==> config.mk <==
export PLATFORM = sky130hd
export DESIGN_NAME = programmable_clock_divider
export DESIGN_NICKNAME = d
export VERILOG_FILES = /design/src/rtl/clk_div_pkg.sv /design/src/rtl/divider_channel.sv /design/src/rtl/programmable_clock_divider.sv
export SDC_FILE = /design/constraint.sdc
export NUM_CORES = 1
export LEC_CHECK = 0
export BUFFER_PORTS_ARGS = -buffer_cell sky130_fd_sc_hd__buf_2
export CAP_MARGIN = 20
export CORE_ASPECT_RATIO = 0.6
export CORE_MARGIN = 3
export CORE_UTILIZATION = 60
export DETAILED_ROUTE_END_ITERATION = 7
export PLACE_DENSITY = 0.86
export SLEW_MARGIN = 15
export SYNTH_ARGS = -nofsm -noshare
export SYNTH_HDL_FRONTEND = slang
export SYNTH_HIERARCHICAL = 1
export SYNTH_SLANG_ARGS = --single-unit
==> constraint.sdc <==
create_clock -name clk -period 8.2 [get_ports clk]
set_clock_uncertainty 0.15 [all_clocks]
set_input_delay 0.82 -clock clk [delete_from_list [all_inputs] [get_ports clk]]
set_output_delay 0.82 -clock clk [all_outputs]
set_load 0.01 [all_outputs]
==> src/rtl/clk_div_pkg.sv <==
`default_nettype none
// ============================================================================
// Module      : clk_div_pkg
// Description : Shared constants, types and helpers for the programmable
//               clock divider and its per-channel sub-module.
// Revision    : 1.0 - initial release
// ============================================================================
package clk_div_pkg;

  // Smallest divisor that still yields a toggling output; smaller writes clamp here.
  localparam int MIN_DIV = 2;

  // What a channel does on the coming clock edge.
  typedef enum logic [1:0] {
    ACT_IDLE    = 2'd0,  // channel disabled: held at count 0, output low
    ACT_RESTART = 2'd1,  // first enabled cycle or sync: count restarts at 0, no tick
    ACT_WRAP    = 2'd2,  // last count of the period: wrap to 0 and tick
    ACT_COUNT   = 2'd3   // ordinary increment
  } chan_act_e;

  // Width of the channel-select bus; at least one bit even for a single channel.
  function automatic int sel_width(input int n);
    return (n <= 2) ? 1 : $clog2(n);
  endfunction

endpackage
`default_nettype wire

==> src/rtl/divider_channel.sv <==
`default_nettype none
// ============================================================================
// Module      : divider_channel
// Description : One independent divider channel: active/shadow divisor,
//               period counter, registered divided clock, tick and pending.
// Revision    : 1.0 - initial release
// ============================================================================
module divider_channel
  import clk_div_pkg::*;
#(
  parameter int WIDTH       = 16,
  parameter int DEFAULT_DIV = 4
) (
  input  logic             clk,
  input  logic             reset,      // asynchronous, active-low
  input  logic             i_enable,
  input  logic             i_sync,
  input  logic             i_load,     // already decoded for this channel
  input  logic [WIDTH-1:0] i_div,
  output logic             o_out_clk,
  output logic             o_tick,
  output logic             o_pending
);

  localparam logic [WIDTH-1:0] C_MIN_DIV = WIDTH'(MIN_DIV);
  localparam logic [WIDTH-1:0] C_DEF_DIV = WIDTH'(DEFAULT_DIV);

  logic [WIDTH-1:0] r_div;
  logic [WIDTH-1:0] r_shadow;
  logic [WIDTH-1:0] r_cnt;
  logic             r_pend;
  logic             r_run;      // enable as seen on the previous edge
  logic             r_out;
  logic             r_tick;

  chan_act_e        w_act;
  logic [WIDTH-1:0] w_div_clamped;
  logic [WIDTH-1:0] w_div_nxt;
  logic [WIDTH-1:0] w_shadow_nxt;
  logic [WIDTH-1:0] w_cnt_nxt;
  logic [WIDTH-1:0] w_half_nxt;
  logic             w_pend_nxt;
  logic             w_tick_nxt;
  logic             w_out_nxt;

  assign w_div_clamped = (i_div < C_MIN_DIV) ? C_MIN_DIV : i_div;

  // Decide the action for the coming edge; sync outranks a coincident wrap.
  always_comb begin
    w_act = ACT_IDLE;
    if (!i_enable) begin
      w_act = ACT_IDLE;
    end else if (!r_run || i_sync) begin
      w_act = ACT_RESTART;
    end else if (r_cnt == r_div - WIDTH'(1)) begin
      w_act = ACT_WRAP;
    end else begin
      w_act = ACT_COUNT;
    end
  end

  // Next-state values; a load to a running channel always lands in the shadow,
  // even on a wrap edge, so the period just starting keeps the old divisor.
  always_comb begin
    w_cnt_nxt    = '0;
    w_div_nxt    = r_div;
    w_shadow_nxt = r_shadow;
    w_pend_nxt   = r_pend;
    w_tick_nxt   = 1'b0;
    case (w_act)
      ACT_IDLE: begin
        if (i_load) begin
          w_div_nxt  = w_div_clamped;
          w_pend_nxt = 1'b0;
        end
      end
      ACT_RESTART: begin
        if (i_sync && r_pend) begin
          w_div_nxt  = r_shadow;
          w_pend_nxt = 1'b0;
        end
      end
      ACT_WRAP: begin
        w_tick_nxt = 1'b1;
        if (r_pend) begin
          w_div_nxt  = r_shadow;
          w_pend_nxt = 1'b0;
        end
      end
      ACT_COUNT: begin
        w_cnt_nxt = r_cnt + WIDTH'(1);
      end
    endcase
    if (i_enable && i_load) begin
      w_shadow_nxt = w_div_clamped;
      w_pend_nxt   = 1'b1;
    end
  end

  // High phase is the ceiling half so odd divisors spend the extra cycle high.
  assign w_half_nxt = w_div_nxt - (w_div_nxt >> 1);
  assign w_out_nxt  = i_enable && (w_cnt_nxt < w_half_nxt);

  // Channel state registers; reset discards any period in progress and pending load.
  always_ff @(posedge clk or negedge reset) begin
    if (!reset) begin
      r_div    <= C_DEF_DIV;
      r_shadow <= C_DEF_DIV;
      r_cnt    <= '0;
      r_pend   <= 1'b0;
      r_run    <= 1'b0;
      r_out    <= 1'b0;
      r_tick   <= 1'b0;
    end else begin
      r_div    <= w_div_nxt;
      r_shadow <= w_shadow_nxt;
      r_cnt    <= w_cnt_nxt;
      r_pend   <= w_pend_nxt;
      r_run    <= i_enable;
      r_out    <= w_out_nxt;
      r_tick   <= w_tick_nxt;
    end
  end

  assign o_out_clk = r_out;
  assign o_tick    = r_tick;
  assign o_pending = r_pend;

endmodule
`default_nettype wire

==> src/rtl/programmable_clock_divider.sv <==
`default_nettype none
// ============================================================================
// Module      : programmable_clock_divider
// Description : NUM_CH independent programmable clock dividers sharing one
//               load bus and a common phase-sync strobe.
// Revision    : 1.0 - initial release
// ============================================================================
module programmable_clock_divider
  import clk_div_pkg::*;
#(
  parameter  int NUM_CH      = 4,
  parameter  int WIDTH       = 16,
  parameter  int DEFAULT_DIV = 4,
  localparam int SEL_W       = sel_width(NUM_CH)
) (
  input  logic              clk,
  input  logic              reset,      // asynchronous, active-low
  input  logic [NUM_CH-1:0] enable,
  input  logic              load,
  input  logic [SEL_W-1:0]  ch_sel,
  input  logic [WIDTH-1:0]  div_value,
  input  logic              sync,
  output logic [NUM_CH-1:0] out_clk,
  output logic [NUM_CH-1:0] tick,
  output logic [NUM_CH-1:0] pending
);

  logic [NUM_CH-1:0] w_load_vec;

  // Per-channel load decode and channel instances; select codes at or above
  // NUM_CH match no channel, so such loads are simply dropped.
  for (genvar i = 0; i < NUM_CH; i++) begin : g_ch
    assign w_load_vec[i] = load && (ch_sel == SEL_W'(i));

    divider_channel #(
      .WIDTH       (WIDTH),
      .DEFAULT_DIV (DEFAULT_DIV)
    ) u_chan (
      .clk       (clk),
      .reset     (reset),
      .i_enable  (enable[i]),
      .i_sync    (sync),
      .i_load    (w_load_vec[i]),
      .i_div     (div_value),
      .o_out_clk (out_clk[i]),
      .o_tick    (tick[i]),
      .o_pending (pending[i])
    );
  end

endmodule
`default_nettype wire

After elaboration in Yosys (flattened, before gate mapping)
Index checks and enable logic that the tools add are counted.
Widths: inputs -> output; s select.

word-level totals
  register bits = 208
  bits of input ports = 26
  output and inout port bits = 12
  logic and storage cells = 162

cells by class
  $add $sub $neg = 12
  magnitude comparators = 5
  equal/unequal tests = 27
  muxes and demuxes = 53
  reduce and logical (&&, ||, !) cells = 37

operator list
  operator               number
  $mux 16                17
  $pmux 16 s3            4
  $add 16x1->16 const B  4
  $eq 16x16->1           4
  $lt 16x16->1           4
  $sub 16x1->16 const B  4
  $sub 16x15->16         4
  $ne 3x1->1 const B     8
  $eq 2x2->1 const B     10
  $mux 1                 20
  $logic_and 1x1->1      16
  $lt 16x2->1 const B    1
  $mux 2                 8
  $reduce_bool 4->1      4
  $pmux 1 s3             4
  $reduce_and 3->1       4
  $eq 2x1->1 const B     5
  $logic_not 2->1        5
  $logic_not 1->1        4
  $logic_or 1x1->1       4

Longest topological paths before layout
  depth after elaboration = 10
  mapped depth = 35

Hierarchy
Netlist, hierarchy kept.

by module, submodules not included
  module                                instances  cells each  area each (um2)
  divider_channel (g_ch[1].u_chan ...)  2          463         4117.7
  divider_channel (g_ch[3].u_chan)      1          507         4445.5
  divider_channel (g_ch[0].u_chan)      1          489         4380.5
  programmable_clock_divider            1          4           37.5

Worst setup path after synthesis
OpenSTA, ideal clock, no wires.

  kind = reg-to-reg
  from = register g_ch[1].u_chan.r_div[0]
  to = register g_ch[1].u_chan.r_out
  data arrival time = 6346 ps
  data required time = 7925 ps
  slack = 1578 ps
  cell stages (with the launch flop) = 32
  period minus slack after synthesis = 6622 ps
  cells stage by stage = dfrtp_1 buf_2 inv_1 ha_1 or3b_1 buf_2 or4_1 a211oi_1 nand4_1 or4_1 nand2_1 clkbuf_1 o21ai_0 a21oi_1 ha_1 inv_1 fa_1 o21bai_1 a221o_1 a21o_1 a21oi_1 xor2_1 ha_1 a21o_1 a21o_1 a21oi_1 nor2b_1 o21ai_0 nand2b_1 a21oi_1 nor2b_1 a2111oi_0

on the way
  word-level cells in the longest chain between the ends = 10

ends and longest elaborated chain
  what                                RTL line                source
  start, declared                     divider_channel.sv:28   logic [WIDTH-1:0] r_div;
  start signal, assigned              divider_channel.sv:115  r_div <= w_div_nxt;
  $sub 16x1->16 *                     divider_channel.sv:55   end else if (r_cnt == r_div - WIDTH'(1)) begin
  $eq 16x16->1 *                      divider_channel.sv:55
  $mux 1 *                            divider_channel.sv:55
  $mux 2 *                            divider_channel.sv:53   end else if (!r_run || i_sync) begin
  $mux 2 *                            divider_channel.sv:51   if (!i_enable) begin
  $eq 2x2->1 (tied with other cells)  divider_channel.sv:70   case (w_act)
  $pmux 16 s3 *                       divider_channel.sv:70
  net g_ch[1].u_chan.w_div_nxt[1]     divider_channel.sv:38   logic [WIDTH-1:0] w_div_nxt;
  $sub 16x15->16 *                    divider_channel.sv:101  assign w_half_nxt = w_div_nxt - (w_div_nxt >> 1);
  $lt 16x16->1 *                      divider_channel.sv:102  assign w_out_nxt = i_enable && (w_cnt_nxt < w_half_nxt);
  $logic_and 1x1->1 *                 divider_channel.sv:102
  net g_ch[1].u_chan.w_out_nxt        divider_channel.sv:44   logic w_out_nxt;
  end signal, assigned                divider_channel.sv:120  r_out <= w_out_nxt;
  end, declared                       divider_channel.sv:33   logic r_out;

Mark *: on every way through the listed nets, which the timed path passes. The rest lies on a longest branch.
A chain may end at the register's enable or synchronous reset.

Final worst setup path
  from = register g_ch[2].u_chan.r_div[0]
  to = register g_ch[2].u_chan.r_out

on the way
  word-level cells in the longest chain between the ends = 10

ends and longest elaborated chain
  what                                RTL line
  start, declared                     divider_channel.sv:28
  start signal, assigned              divider_channel.sv:115
  $sub 16x1->16 *                     divider_channel.sv:55
  $eq 16x16->1 *                      divider_channel.sv:55
  $mux 1 *                            divider_channel.sv:55
  $mux 2 *                            divider_channel.sv:53
  $mux 2 *                            divider_channel.sv:51
  $eq 2x2->1 (tied with other cells)  divider_channel.sv:70
  $pmux 16 s3 *                       divider_channel.sv:70
  net g_ch[2].u_chan.w_div_nxt[5]     divider_channel.sv:38
  $sub 16x15->16 *                    divider_channel.sv:101
  $lt 16x16->1 *                      divider_channel.sv:102
  $logic_and 1x1->1 *                 divider_channel.sv:102
  net g_ch[2].u_chan.w_out_nxt        divider_channel.sv:44
  end signal, assigned                divider_channel.sv:120
  end, declared                       divider_channel.sv:33

Marks and branches as above.

==> flow_summary.yaml <==
layout:
  antennaDiodeCount: 0
  final_nets: 2058
  syn_to_final_growth_pct: 6.39
  fillCellCount: 2251
  layout-drive-gt1-share: 0.103
  utilization: 0.654
worst_setup_path:
  critPathMostFrequentCell: "a21o_1"
  cpPeakStageDelay_ns: 0.56
  worst-path-max-fanout: 11
  crit_path_end_kind: "flop"
  reg2reg_slack_ns: 0.88
  cp_top_family: "compound AO/OA/AOI/OAI gates"
  cp.arrival_ns: 7.58
  crit_slowest_cell: "or4_1"
  crit_required_ns: 8.46
  critPathKind: "reg -> reg"
  critPathLaunchType: "flop"
  cp_num_buf_inv: 2
global_route:
  use_met2: 0.447
  grt_max_degree: 94
  track_usage: 0.310
  groute.layer.met3.usage: 0.0652
  antenna_found_initial: 2
  grt_pass1_wl_um: 76400
  grt_pass1_vias: 14100
  grt_overflow: 0
  use_met1: 0.480
  gr-max-usage-layer: "met1"
floorplanning:
  ioPinCount: 38
  die_y_um: 137
  num_rows: 47
  dieArea_um2: 30600
  core_area_um2: 27800
  initial_core_util: 0.615
  dieWidth_um: 224
cts:
  cts_tree: "done"
  numCtsBuffers: 22
  clk_path_buf_depth: 3
  cts_resized: 0
  clkSinkCount: 208
  postCtsSetupBuffers: 0
  root_buffer: "clkbuf_16"
  cts_hold_buf: 0
  htreeDepth: 1
  clk_latency_ns: 0.54
  clk_pin_slew_ns: 0.07
sta:
  slew_headroom: 0.398
  slew_violations: 0
  fin_hold_ws_ns: 0.139
  fmax_ghz: 0.137
  worst_slack_ns: 0.877
  tns_ns: 0
  rsz0062_at_grt: "false"
  tightest_slew_ns: 0.900
  finalCritPeriodShare: 0.893
  setup_viol: 0
  hold_viol_final: 0
  post-route-min-period_ns: 7.32
yosys:
  yosys.area.top_type_share: 0.293
  synthTopCellsByCount: "dfrtp_1 (200), nor2_1 (185), ha_1 (120)"
  syn_area_um2: 17100
  synthFlopType: "dfrtp_1"
  ys_ff_latch: 208
  yosysTopAreaCell: "dfrtp_1"
  syn_inst: 1926
  yosysSeqAreaShare: 0.305
  synth.distinct_cells: 104
  synth_edf_count: 0
  syn_nets: 2076
  ys_warn_count: 6
  synth_area_leaders: "dfrtp_1 (29%), ha_1 (8.8%), xnor2_1 (5.1%), xor2_1 (4.4%), nor2_1 (4.1%)"
  synthArstFlopShare: 1.00
  yosysMostFrequentCell: "dfrtp_1"
  synth_area_per_cell_um2: 8.88
place:
  post-place-ws_ns: 1.11
  routabilityCongestion: 0.940
  dp_hpwl_um: 35700
  io_buffers: 37
route:
  drt_first_iter_violations: 2045
  first_pass_iters: 8
  final_antenna_net_count: 0
  drc: 7
  post_drt_wl_per_cell_um: 21.0
  wl_um: 48100
  dr_total_vias: 15400
  via_per_inst: 6.72
power:
  ir_drop_mv: 0.160
  p_leak_nw: 8.20
  power_density_nw_per_um2: 261
flow_run:
  drv_cap: 0
outcome:
  violations: "design-rule violations"
  outcome: "complete, but fails checks"
worst_hold_path:
  hold_class: "in -> async"
## registers in the layout, indices dropped and copies added (netlist names)
register	cells
g_ch.u_chan/r_cnt	64
g_ch.u_chan/r_run	4
g_ch.u_chan/r_div	64
g_ch.u_chan/o_tick	4
g_ch.u_chan/o_out_clk	4
g_ch.u_chan/o_pending	4
g_ch.u_chan/r_shadow	64
## metrics by stage
step                area, um^2  total power (W)  instances
CTS                      18200          0.00471       2290
global placement         17400          0.00350       2251
global route             18200          0.00506       2290
detailed placement       17400          0.00360       2251
finish                   18200          0.00474       2290
floorplan                17100          0.00308       1926
## metal layers
metal	up-vias	share of wire
met3	83	0.11
met4	4	0.017
met1	7420	0.46
met2	812	0.41
li1	7076	-
met5	-	0.00050
## layout by cell type (no fill, tap or decap), drive strengths merged, types with 12 or more instances in the layout
cell     synthesis  final
dfrtp          200    200
nor2           185    185
ha             120    120
nand2          109    109
inv            105    105
xnor2          100    100
o21ai           98     98
xor2            86     86
a21oi           79     79
mux2            60     60
nand3           58     58
a21o            46     46
buf             17     46
nor3            43     43
nor4            40     40
and3            36     36
nand2b          34     34
mux2i           32     32
a222oi          32     32
nor2b           31     31
clkbuf          71     31
or4             28     28
nand4           27     27
o211ai          18     18
o31ai           14     14
o21a            14     14
o22ai           13     13
a221o           13     13
or3             13     13
nand3b          12     12
a2111oi         12     12
## where the power goes
part           internal [W]  switching [W]  leakage [nW]
logic              0.000986        0.00130          5.15
registers           0.00117       0.000214          2.68
clock network      0.000642       0.000440         0.375
## final cells by class
type	instances	area [um^2]	share of cell area
clock buffer	31	646	0.0355
clock inverter	8	118	0.00647
inverter	105	394	0.0217
multi-input combinational	1525	11100	0.610
sequential	208	5220	0.287
tap	367	459	0.0252
timing repair buffer	46	263	0.0144
## worst paths after layout
kind / startpoint / to / cells past startpoint
worst min register to register: g_ch[0].u_chan/r_shadow[13] / g_ch[0].u_chan/r_shadow[13] / 1
min in group clk: g_ch[0].u_chan/r_shadow[13] / g_ch[0].u_chan/r_shadow[13] / 1
worst max-delay path: g_ch[2].u_chan/r_div[0] / g_ch[2].u_chan/o_out_clk / 28
worst max register to register: g_ch[2].u_chan/r_div[0] / g_ch[2].u_chan/o_out_clk / 28
worst min-delay path: reset / g_ch[2].u_chan/r_cnt[8] / 1
max in group asynchronous: reset / g_ch[0].u_chan/r_div[1] / 2
## logic make-up after synthesis
logic type | after synthesis | synth area share
flops | 208 | 0.305
fa+ha+maj | 124 | 0.0925
mux | 92 | 0.0582
buf+inv | 193 | 0.0460
simple gates | 670 | 0.207
compound gates | 453 | 0.196
xor+xnor | 186 | 0.0953
(Power assumes the default switching activity.)
